===== src/rtl/st7735_rx.sv =====
// st7735_rx: panel-side decoder for the ST7735 4-wire SPI write stream.
// Oversamples the SPI pins on SYSTEM_CLK and rebuilds command/data bytes.
// Define ST7735_RX_PIXEL_EN to also build the CASET/RASET/RAMWR tracker
// that turns RAMWR data into addressed RGB565 pixel writes; without it only
// the byte path exists and the pixel outputs are tied low.
module st7735_rx #(
  parameter int SYNC_STAGES = 2,
  parameter int WIDTH       = 128,
  parameter int HEIGHT      = 160
) (
  input  logic        SYSTEM_CLK,
  input  logic        RESET_N,
  input  logic        CS,
  input  logic        MOSI,
  input  logic        DC,
  input  logic        LCD_CLK,
  input  logic        LCD_RESET,
  output logic        BYTE_VALID,
  output logic [7:0]  BYTE,
  output logic        BYTE_IS_DATA,
  output logic        PIX_VALID,
  output logic [7:0]  PIX_X,
  output logic [7:0]  PIX_Y,
  output logic [15:0] PIX_DATA
);

  // Coordinates are 8 bits wide, so the panel must fit in 256x256.
  if (WIDTH < 1 || WIDTH > 256 || HEIGHT < 1 || HEIGHT > 256 || SYNC_STAGES < 2) begin : g_bad_params
    $error("st7735_rx: unsupported parameter set");
  end

  logic [SYNC_STAGES-1:0] cs_sync;
  logic [SYNC_STAGES-1:0] mosi_sync;
  logic [SYNC_STAGES-1:0] dc_sync;
  logic [SYNC_STAGES-1:0] sclk_sync;
  logic [SYNC_STAGES-1:0] lrst_sync;

  logic       cs_q;
  logic       mosi_q;
  logic       dc_q;
  logic       sclk_q;
  logic       sclk_qq;
  logic       lrst_q;

  logic       sclk_rise;
  logic       byte_done;
  logic [2:0] bit_cnt;
  logic [7:0] shift_reg;
  logic [7:0] new_byte;

  // Bring the asynchronous SPI-side pins into the SYSTEM_CLK domain.
  always_ff @(posedge SYSTEM_CLK) begin
    if (!RESET_N) begin
      cs_sync   <= '1;
      mosi_sync <= '0;
      dc_sync   <= '0;
      sclk_sync <= '0;
      lrst_sync <= '1;
    end else begin
      cs_sync   <= {cs_sync[SYNC_STAGES-2:0], CS};
      mosi_sync <= {mosi_sync[SYNC_STAGES-2:0], MOSI};
      dc_sync   <= {dc_sync[SYNC_STAGES-2:0], DC};
      sclk_sync <= {sclk_sync[SYNC_STAGES-2:0], LCD_CLK};
      lrst_sync <= {lrst_sync[SYNC_STAGES-2:0], LCD_RESET};
    end
  end

  // One aligned stage after the synchronizers so the clock edge detector
  // and the data it qualifies always come from the same sample.
  always_ff @(posedge SYSTEM_CLK) begin
    if (!RESET_N) begin
      cs_q    <= 1'b1;
      mosi_q  <= 1'b0;
      dc_q    <= 1'b0;
      sclk_q  <= 1'b0;
      sclk_qq <= 1'b0;
      lrst_q  <= 1'b1;
    end else begin
      cs_q    <= cs_sync[SYNC_STAGES-1];
      mosi_q  <= mosi_sync[SYNC_STAGES-1];
      dc_q    <= dc_sync[SYNC_STAGES-1];
      sclk_q  <= sclk_sync[SYNC_STAGES-1];
      sclk_qq <= sclk_q;
      lrst_q  <= lrst_sync[SYNC_STAGES-1];
    end
  end

  assign sclk_rise = sclk_q & ~sclk_qq;
  assign new_byte  = {shift_reg[6:0], mosi_q};
  assign byte_done = lrst_q & ~cs_q & sclk_rise & (bit_cnt == 3'd7);

  // Shift MOSI in MSB first and publish each completed byte with its DC bit.
  always_ff @(posedge SYSTEM_CLK) begin
    if (!RESET_N) begin
      bit_cnt      <= 3'd0;
      shift_reg    <= 8'h00;
      BYTE_VALID   <= 1'b0;
      BYTE         <= 8'h00;
      BYTE_IS_DATA <= 1'b0;
    end else if (!lrst_q) begin
      bit_cnt    <= 3'd0;
      shift_reg  <= 8'h00;
      BYTE_VALID <= 1'b0;
    end else begin
      BYTE_VALID <= 1'b0;
      if (cs_q) begin
        bit_cnt <= 3'd0;
      end else if (sclk_rise) begin
        shift_reg <= new_byte;
        bit_cnt   <= bit_cnt + 3'd1;
        if (byte_done) begin
          BYTE         <= new_byte;
          BYTE_IS_DATA <= dc_q;
          BYTE_VALID   <= 1'b1;
        end
      end
    end
  end

`ifdef ST7735_RX_PIXEL_EN

  typedef enum logic [1:0] {
    IDLE,
    CASET,
    RASET,
    RAMWR
  } dec_state_t;

  localparam logic [7:0] XE_RST = 8'(WIDTH - 1);
  localparam logic [7:0] YE_RST = 8'(HEIGHT - 1);

  dec_state_t state;
  dec_state_t state_next;

  logic       cmd_byte;
  logic       data_byte;
  logic       enter_ramwr;
  logic       win_wr;
  logic       hi_wr;
  logic       pix_fire;

  logic [2:0] param_idx;
  logic [7:0] xs;
  logic [7:0] xe;
  logic [7:0] ys;
  logic [7:0] ye;
  logic [7:0] cur_x;
  logic [7:0] cur_y;
  logic       half;
  logic [7:0] hi_byte;

  assign cmd_byte  = byte_done & ~dc_q;
  assign data_byte = byte_done & dc_q;

  // Command decoder state register; the panel reset pin also returns it to IDLE.
  always_ff @(posedge SYSTEM_CLK) begin
    if (!RESET_N || !lrst_q) begin
      state <= IDLE;
    end else begin
      state <= state_next;
    end
  end

  // Every command byte selects a new state; data bytes never change it.
  always_comb begin
    state_next = state;
    if (cmd_byte) begin
      case (new_byte)
        8'h2A:   state_next = CASET;
        8'h2B:   state_next = RASET;
        8'h2C:   state_next = RAMWR;
        default: state_next = IDLE;
      endcase
    end
  end

  // Decode which datapath action the byte completing this cycle triggers.
  always_comb begin
    enter_ramwr = 1'b0;
    win_wr      = 1'b0;
    hi_wr       = 1'b0;
    pix_fire    = 1'b0;
    if (cmd_byte && new_byte == 8'h2C) begin
      enter_ramwr = 1'b1;
    end
    if (data_byte && (state == CASET || state == RASET) && !param_idx[2]) begin
      win_wr = 1'b1;
    end
    if (data_byte && state == RAMWR) begin
      hi_wr    = ~half;
      pix_fire = half;
    end
  end

  // Window registers, write cursor and pixel assembly.
  always_ff @(posedge SYSTEM_CLK) begin
    if (!RESET_N || !lrst_q) begin
      param_idx <= 3'd0;
      xs        <= 8'h00;
      xe        <= XE_RST;
      ys        <= 8'h00;
      ye        <= YE_RST;
      cur_x     <= 8'h00;
      cur_y     <= 8'h00;
      half      <= 1'b0;
      hi_byte   <= 8'h00;
      PIX_VALID <= 1'b0;
      PIX_X     <= 8'h00;
      PIX_Y     <= 8'h00;
      PIX_DATA  <= 16'h0000;
    end else begin
      PIX_VALID <= 1'b0;
      if (cmd_byte) begin
        param_idx <= 3'd0;
        half      <= 1'b0;
      end
      if (enter_ramwr) begin
        cur_x <= xs;
        cur_y <= ys;
      end
      if (win_wr) begin
        param_idx <= param_idx + 3'd1;
        if (param_idx[1:0] == 2'd1) begin
          if (state == CASET) xs <= new_byte;
          else                ys <= new_byte;
        end
        if (param_idx[1:0] == 2'd3) begin
          if (state == CASET) xe <= new_byte;
          else                ye <= new_byte;
        end
      end
      if (hi_wr) begin
        hi_byte <= new_byte;
        half    <= 1'b1;
      end
      if (pix_fire) begin
        half      <= 1'b0;
        PIX_VALID <= 1'b1;
        PIX_DATA  <= {hi_byte, new_byte};
        PIX_X     <= cur_x;
        PIX_Y     <= cur_y;
        if (cur_x == xe) begin
          cur_x <= xs;
          cur_y <= (cur_y == ye) ? ys : cur_y + 8'd1;
        end else begin
          cur_x <= cur_x + 8'd1;
        end
      end
    end
  end

`else

  assign PIX_VALID = 1'b0;
  assign PIX_X     = 8'h00;
  assign PIX_Y     = 8'h00;
  assign PIX_DATA  = 16'h0000;

`endif

endmodule


===== config.mk =====
export PLATFORM = sky130hd
export DESIGN_NAME = st7735_rx
export DESIGN_NICKNAME = d
export VERILOG_FILES = /design/src/rtl/st7735_rx.sv
export SDC_FILE = /design/constraint.sdc
export NUM_CORES = 1
export LEC_CHECK = 0
export ABC_AREA = 1
export BUFFER_PORTS_ARGS = -buffer_cell sky130_fd_sc_hd__buf_2
export CAP_MARGIN = 25
export CORE_MARGIN = 5
export CORE_UTILIZATION = 44
export CTS_CLUSTER_SIZE = 16
export DETAILED_ROUTE_END_ITERATION = 8
export PLACE_DENSITY = 0.79
export SYNTH_ARGS = -nofsm -noshare
export SYNTH_HDL_FRONTEND = slang
export SYNTH_SLANG_ARGS = --single-unit

===== constraint.sdc =====
create_clock -name SYSTEM_CLK -period 1.3 [get_ports SYSTEM_CLK]
set_clock_uncertainty 0.2 [all_clocks]
set_input_delay 0.13 -clock SYSTEM_CLK [delete_from_list [all_inputs] [get_ports SYSTEM_CLK]]
set_output_delay 0.13 -clock SYSTEM_CLK [all_outputs]
set_load 0.02 [all_outputs]

* Yosys cells after proc, flatten, opt, wreduce, memory -nomap -nowiden
Cells that the tools add are included.
** Storage, ports and cells
- Bits in registers :: 36
- Bits of input ports :: 7
- Output and inout port bits :: 43
** Operators by class
- Equality and inequality tests :: 1
- Muxes and demuxes :: 1
- $add $sub $neg :: 1
- Reduce and logical (&&, ||, !) cells :: 5
- Bitwise logic cells :: 9
** Operators with widths (count)
- inverter 1 bit :: 5
- AND 1 bit :: 4
- AND reduction 2 bit :: 2
- AND reduction 4 bit :: 1
- OR reduction 4 bit :: 1
- adder 3 x 1 -> 3 bit (second input constant) :: 1
- equality test 3 bit (second input constant) :: 1
- OR reduction 3 bit :: 1
- 2-to-1 mux 1 bit :: 1

* Depth between registers and ports, before layout
Gate-level depths: netlist of the first run.
- Depth after elaboration :: 5
- Gate-level depth with buffers :: 7

* Worst setup path after synthesis of the first run
OpenSTA, ideal clock, no wires.
- Path kind :: flip-flop to flip-flop
- Start point :: register bit_cnt[0]
- End point :: register BYTE[0]
- Cell stages (with the launch flop) :: 8
- Path slack :: -119 ps
- Library setup time :: 58 ps
- Path buffers :: 0
- Arrival :: 1160 ps
- Data required time :: 1042 ps
- Cells stage by stage :: dfxtp_1 -> ha_1 -> ha_1 -> nand2_1 -> inv_1 -> nand2_4 -> nand3_1 -> nand2_1
** On the way
- Longest elaborated chain between the ends :: 3
** RTL lines
- start: declaration :: RTL line 47 : logic [2:0] bit_cnt;
- start signal: assignment :: RTL line 110 : bit_cnt <= bit_cnt + 3'd1;
- equality test 3 bit :: RTL line 90 : assign byte_done = lrst_q & ~cs_q & sclk_rise & (bit_cnt == 3'd7);
- AND 1 bit :: RTL line 90
- AND reduction 4 bit (no line)
- end signal: assignment :: RTL line 112 : BYTE <= new_byte;
- end: declaration :: RTL line 19 : output logic [7:0] BYTE,
Every way passes these cells.
A chain may end at the register's enable or synchronous reset.

* Final worst setup path of the first run
Ends and elaborated chain as after synthesis.

==> results.cfg, run 1 <==
[cells_and_area]
layout_commonest_cell = nand2_1
fin_cells = 250
syn_to_final_growth_pct = 17.05
mostFrequentLayoutCells = nand2_1, dfxtp_1, conb_1
postLayoutCoreUtil_pct = 53.02
largest_reg_flops = 8
num_antenna_cells = 0
nets = 213
final_layout_size_suffix_gt1_share_pct = 28.92

[sta]
fin_crit_sh_pct = 101.2
setup_viol = 3
finalHoldViolCount = 1
min_period_ns = 1.316
rsz0062_at_grt = yes
max_clock_freq_ghz = 0.7602
finalMaxSlewViolations = 0
setup_slack_ns = -0.01551
finalHoldWorstSlack_ns = -0.01890

[worst_setup_path]
worstPathMaxFanout = 4
cp_data_required_time_ns = 1.39
crit_path_end_kind = flop
start_kind = flop
crit_arrival_ns = 1.41
critical_path_class = reg -> reg

[status]
status = finished, violations left
violations = hold timing, setup timing

[floorplan]
die_w_microns = 68.61
die_h_microns = 68.61
pin_count = 50
rows = 21
design.die.area_sq_um = 4707
initial_core_util_pct = 45.29
core_sq_um = 3337

[logic_synthesis]
synth_largest_area_cell = dfxtp_1
synthTopCellsByArea = dfxtp_1, buf_4, nand2_1
ys_warn_count = 0
synth_area_sq_um = 1511
synth_cell_types = 17
post-synth-top-area-fraction_pct = 47.68
ys_seq_elements = 36
synth_area_per_cell_sq_um = 8.637
syn_inst = 175
synth_seq_area_share_pct = 47.68

[placement]
numPortBuffers = 16
dp_slack_ns = -0.06977
dp_cells = 236
place.gp.congestion = 0.7731
dp_hpwl_mm = 1.624

[flow_run]
cap_viol_max_count = 0

[grt]
grt_pass1_vias = 911
overflow = 0
grt.total_usage_pct = 11.25
antenna_found_initial = 0
grt_max_degree = 17
grt_first_pass_wirelength_mm = 3.843

[routing]
wl_met2_mm = 1.216
wl_mm = 2.485
vias = 1029
ant_nets = 0
wl_met3_microns = 182
post_drt_wl_per_cell_microns = 9.940
drt_iter0_drc = 43
remaining_drc_errors = 0
drt-met1-wl_mm = 1.015
viasPerCell = 4.116
first_pass_iters = 4
top_layer = met4

[clock_tree]
numCtsBuffers = 5
cts_setup_buffers = 0
cts_tree = built
htree_levels = 2
clockBufferDepth = 2
clk_latency_ns = 0.33
clk_pin_slew_ns = 0.10
root_buffer = clkbuf_4
cts.sinks = 36

[worst_hold_path]
hold_class = in -> reg

[power]
power_density_nw_per_um2 = 1095
p_total_uw = 1937
ir_worst_vdd_mv = 0.5741
power.leakage_uw = 0.0008831
## worst max-delay path, cell delays in order (launching register included)
cell and delay, ns:
dfxtp_2 0.36, ha_4 0.14, ha_4 0.15, nand2_8 0.08, nor2_4 0.18, nand3_1 0.09
nand2_1 0.07
## synthesized netlist by cell type
master	number
nor2_1	3
buf_4	34
nand2_4	2
nor2_8	2
buf_2	2
nand2_1	39
conb_1	1
nand3_4	1
xor2_1	1
ha_1	2
nor2_2	3
inv_2	1
nand3_1	17
a21oi_1	9
or2_2	6
inv_1	16
dfxtp_1	36
## metal layers
| metal | global-route usage [%] | vias to the layer above |
|---|---|---|
| li1 | - | 529 |
| met4 | 6.700 | 0 |
| met1 | 12.75 | 458 |
| met5 | 0 | - |
| met3 | 3.890 | 10 |
| met2 | 18.12 | 32 |
## final timing paths
kind                                    from    endpoint  slack, ns  cells past startpoint
worst min-delay path                 RESET_N  BYTE_VALID      -0.02                      3
worst max-delay path              bit_cnt[0]     BYTE[0]      -0.02                      6
worst max register to register    bit_cnt[0]     BYTE[0]      -0.02                      6
worst min register to register  lrst_sync[1]      lrst_q       0.22                      1
## power by group
group | internal (uW) | leakage, uW | switching (uW)
clock network | 307 | 0.0000374 | 342
logic | 34.0 | 0.000552 | 125
registers | 1120 | 0.000294 | 8.35
total | 1460 | 0.000883 | 475
## kinds of logic after synthesis
family	synth area share (%)
AO/OA/AOI/OAI	2.980
XOR/XNOR	0.5796
adder cells (fa/ha/maj)	1.655
buffers and inverters	21.77
flip-flops	47.68
other	0.2481
AND/OR/NAND/NOR	25.08
## area by class of cell
| type | instances | area [sq um] |
|---|---|---|
| flip-flops and latches | 36 | 724.4 |
| inverters | 17 | 71.32 |
| clock buffers | 7 | 65.06 |
| multi-input cells | 119 | 688.2 |
| well taps | 46 | 57.56 |
| repair buffers | 25 | 162.7 |
| fillers | 324 | 1568 |
## repair_timing
action / 4_1_cts / 5_1_grt
cloned: 1 / 0
endpoints found under the setup margin: 10 / 16
gates resized for setup: 15 / 6
hold buffers: 5 / 1
hold endpoints to repair: 12 / 5
pin swaps: 3 / 4
## per-stage QoR
| stage | cell area (sq um) | TNS, ns |
|---|---|---|
| 4_1_cts | 1734 | -0.001577 |
| 3_3_place_gp | 1536 | -0.08922 |
| 6_report | 1769 | -0.02845 |
| 2_1_floorplan | 1642 | 0 |
| 5_1_grt | 1769 | -0.6068 |
| 3_5_place_dp | 1536 | -0.5396 |
Note: power is estimated with default switching activity, not from simulation.
==> run 2, diff against run 1 <==
--- a/config.mk
+++ b/config.mk
@@ -13,6 +13,7 @@
 export CTS_CLUSTER_SIZE = 16
 export DETAILED_ROUTE_END_ITERATION = 8
 export PLACE_DENSITY = 0.79
+export SKIP_CTS_REPAIR_TIMING = 1
 export SYNTH_ARGS = -nofsm -noshare
 export SYNTH_HDL_FRONTEND = slang
 export SYNTH_SLANG_ARGS = --single-unit
==> results.cfg, run 2 (synthesis gave the netlist of run 1 again) <==
[status]
status = finished, violations left
violations = hold timing

[power]
comb_power_share_pct = 8.1
p_switching_uw = 470.6
p_int_uw = 1460
ir_worst_vdd_mv = 0.5720
switching_share_pct = 24.37
power_density_nw_per_um2 = 1088
clkPwrFrac_pct = 33.4
power.leakage_uw = 0.0008836
seqPwrFrac_pct = 58.5
p_total_uw = 1931

[worst_setup_path]
critical_path_buf_inv_count = 1
worstPathMaxFanout = 8
crit_path_end_kind = flop
path_cells = ha_4, ha_4, nand2_8, inv_8, nand2_8, nand3_2, nand2_1
start_kind = flop
cp_data_required_time_ns = 1.34
critical_path_class = reg -> reg
max_stage_delay_ns = 0.36
path_depth = 7
crit_slowest_cell = dfxtp_2
r2r_cells = 7
crit_family = flip-flops
crit_arrival_ns = 1.34

[floorplan]
design.die.area_sq_um = 4707
core_sq_um = 3337
die_w_microns = 68.61
pin_count = 50
die_h_microns = 68.61
rows = 21
initial_core_util_pct = 45.29

[grt]
grt_first_pass_wirelength_mm = 3.456
antenna_found_initial = 0
overflow = 0
grt.total_usage_pct = 10.16
grt_max_degree = 17
grt_pass1_vias = 828

[clock_tree]
clockBufferDepth = 2
clk_pin_slew_ns = 0.10
numCtsBuffers = 5
htree_levels = 2
clk_latency_ns = 0.33
root_buffer = clkbuf_4
cts_tree = built
cts.sinks = 36

[cells_and_area]
layout_commonest_cell = nand2_1
final_cell_area_sq_um = 1774
syn_to_final_growth_pct = 17.38
mostFrequentLayoutCells = nand2_1, conb_1, dfxtp_1
num_antenna_cells = 0
nets = 214
final_layout_size_suffix_gt1_share_pct = 29.76
largest_reg_flops = 8

[placement]
place.gp.congestion = 0.7731
dp_hpwl_mm = 1.624
dpl-instance-area_sq_um = 1536
dp_slack_ns = -0.06977
numPortBuffers = 16

[routing]
first_pass_iters = 4
drt_iter0_drc = 41
wl_mm = 2.434
post_drt_wl_per_cell_microns = 9.697
vias = 1028
ant_nets = 0
remaining_drc_errors = 0
viasPerCell = 4.096

[sta]
fin_crit_sh_pct = 99.70
finalHoldWorstSlack_ns = -0.09056
setup_slack_ns = 0.003868
fin_setup_tns_ns = 0
setup_viol = 0
rsz0062_at_grt = yes
max_clock_freq_ghz = 0.7715
finalHoldViolCount = 4
min_period_ns = 1.296
finalMaxSlewViolations = 0

[worst_hold_path]
hold_class = in -> reg
hold_depth = 3

[flow_run]
cap_viol_max_count = 0
[run 2: changes by cell type in the layout (fill, tap and decap cells not counted), sizes merged]
cell / delta
buf: +1
dlygate4sd3: -1
nor2: +1
[run 2: area by class of cell]
cell class,count,area (sq um)
clock buffers,7,65.06
multi-input cells,120,694.4
repair buffers,25,160.2
well taps,46,57.56
inverters,17,71.32
fillers,318,1563
flip-flops and latches,36,725.7
[run 2: path summary, 6_finish.rpt]
path | slack, ns | to | startpoint
max | 0.004 | BYTE[1] | bit_cnt[1]
min | -0.09 | BYTE[2] | RESET_N
max reg2reg | 0.004 | BYTE[1] | bit_cnt[1]
min reg2reg | 0.22 | sclk_q | sclk_sync[1]
[run 2: worst min-delay path, cell delays in order]
cell	delay, ns
buf_2	0.16
nand3_2	0.08
nand2_1	0.04
[run 2: stage by stage]
step | instances | hold slack (ns) | utilization, %
after floorplan | 207 | 0.02763 | -
after global placement | 236 | 0.1097 | 46.04
after detailed placement | 236 | 0.1152 | 46.04
after CTS | 243 | -0.2452 | 47.99
after global routing | 251 | -0.07451 | 53.17
final | 251 | -0.09056 | 53.17
[run 2: power groups by stage]
stage | clock (uW) | combinational (uW) | sequential [uW]
CTS | 671 | 139 | 1130
floorplan | 0 | 198 | 1150
global route | 707 | 173 | 1130
global placement | 0 | 137 | 1150
finish | 645 | 156 | 1130
detailed placement | 0 | 138 | 1150
[run 2: routing by layer]
layer,vias up,track usage (%),routed length [microns]
li1,531,-,-
met1,457,11.35,1031
met2,38,15.97,1195
met3,2,3.890,196
met4,0,6.700,10
met5,-,0,0
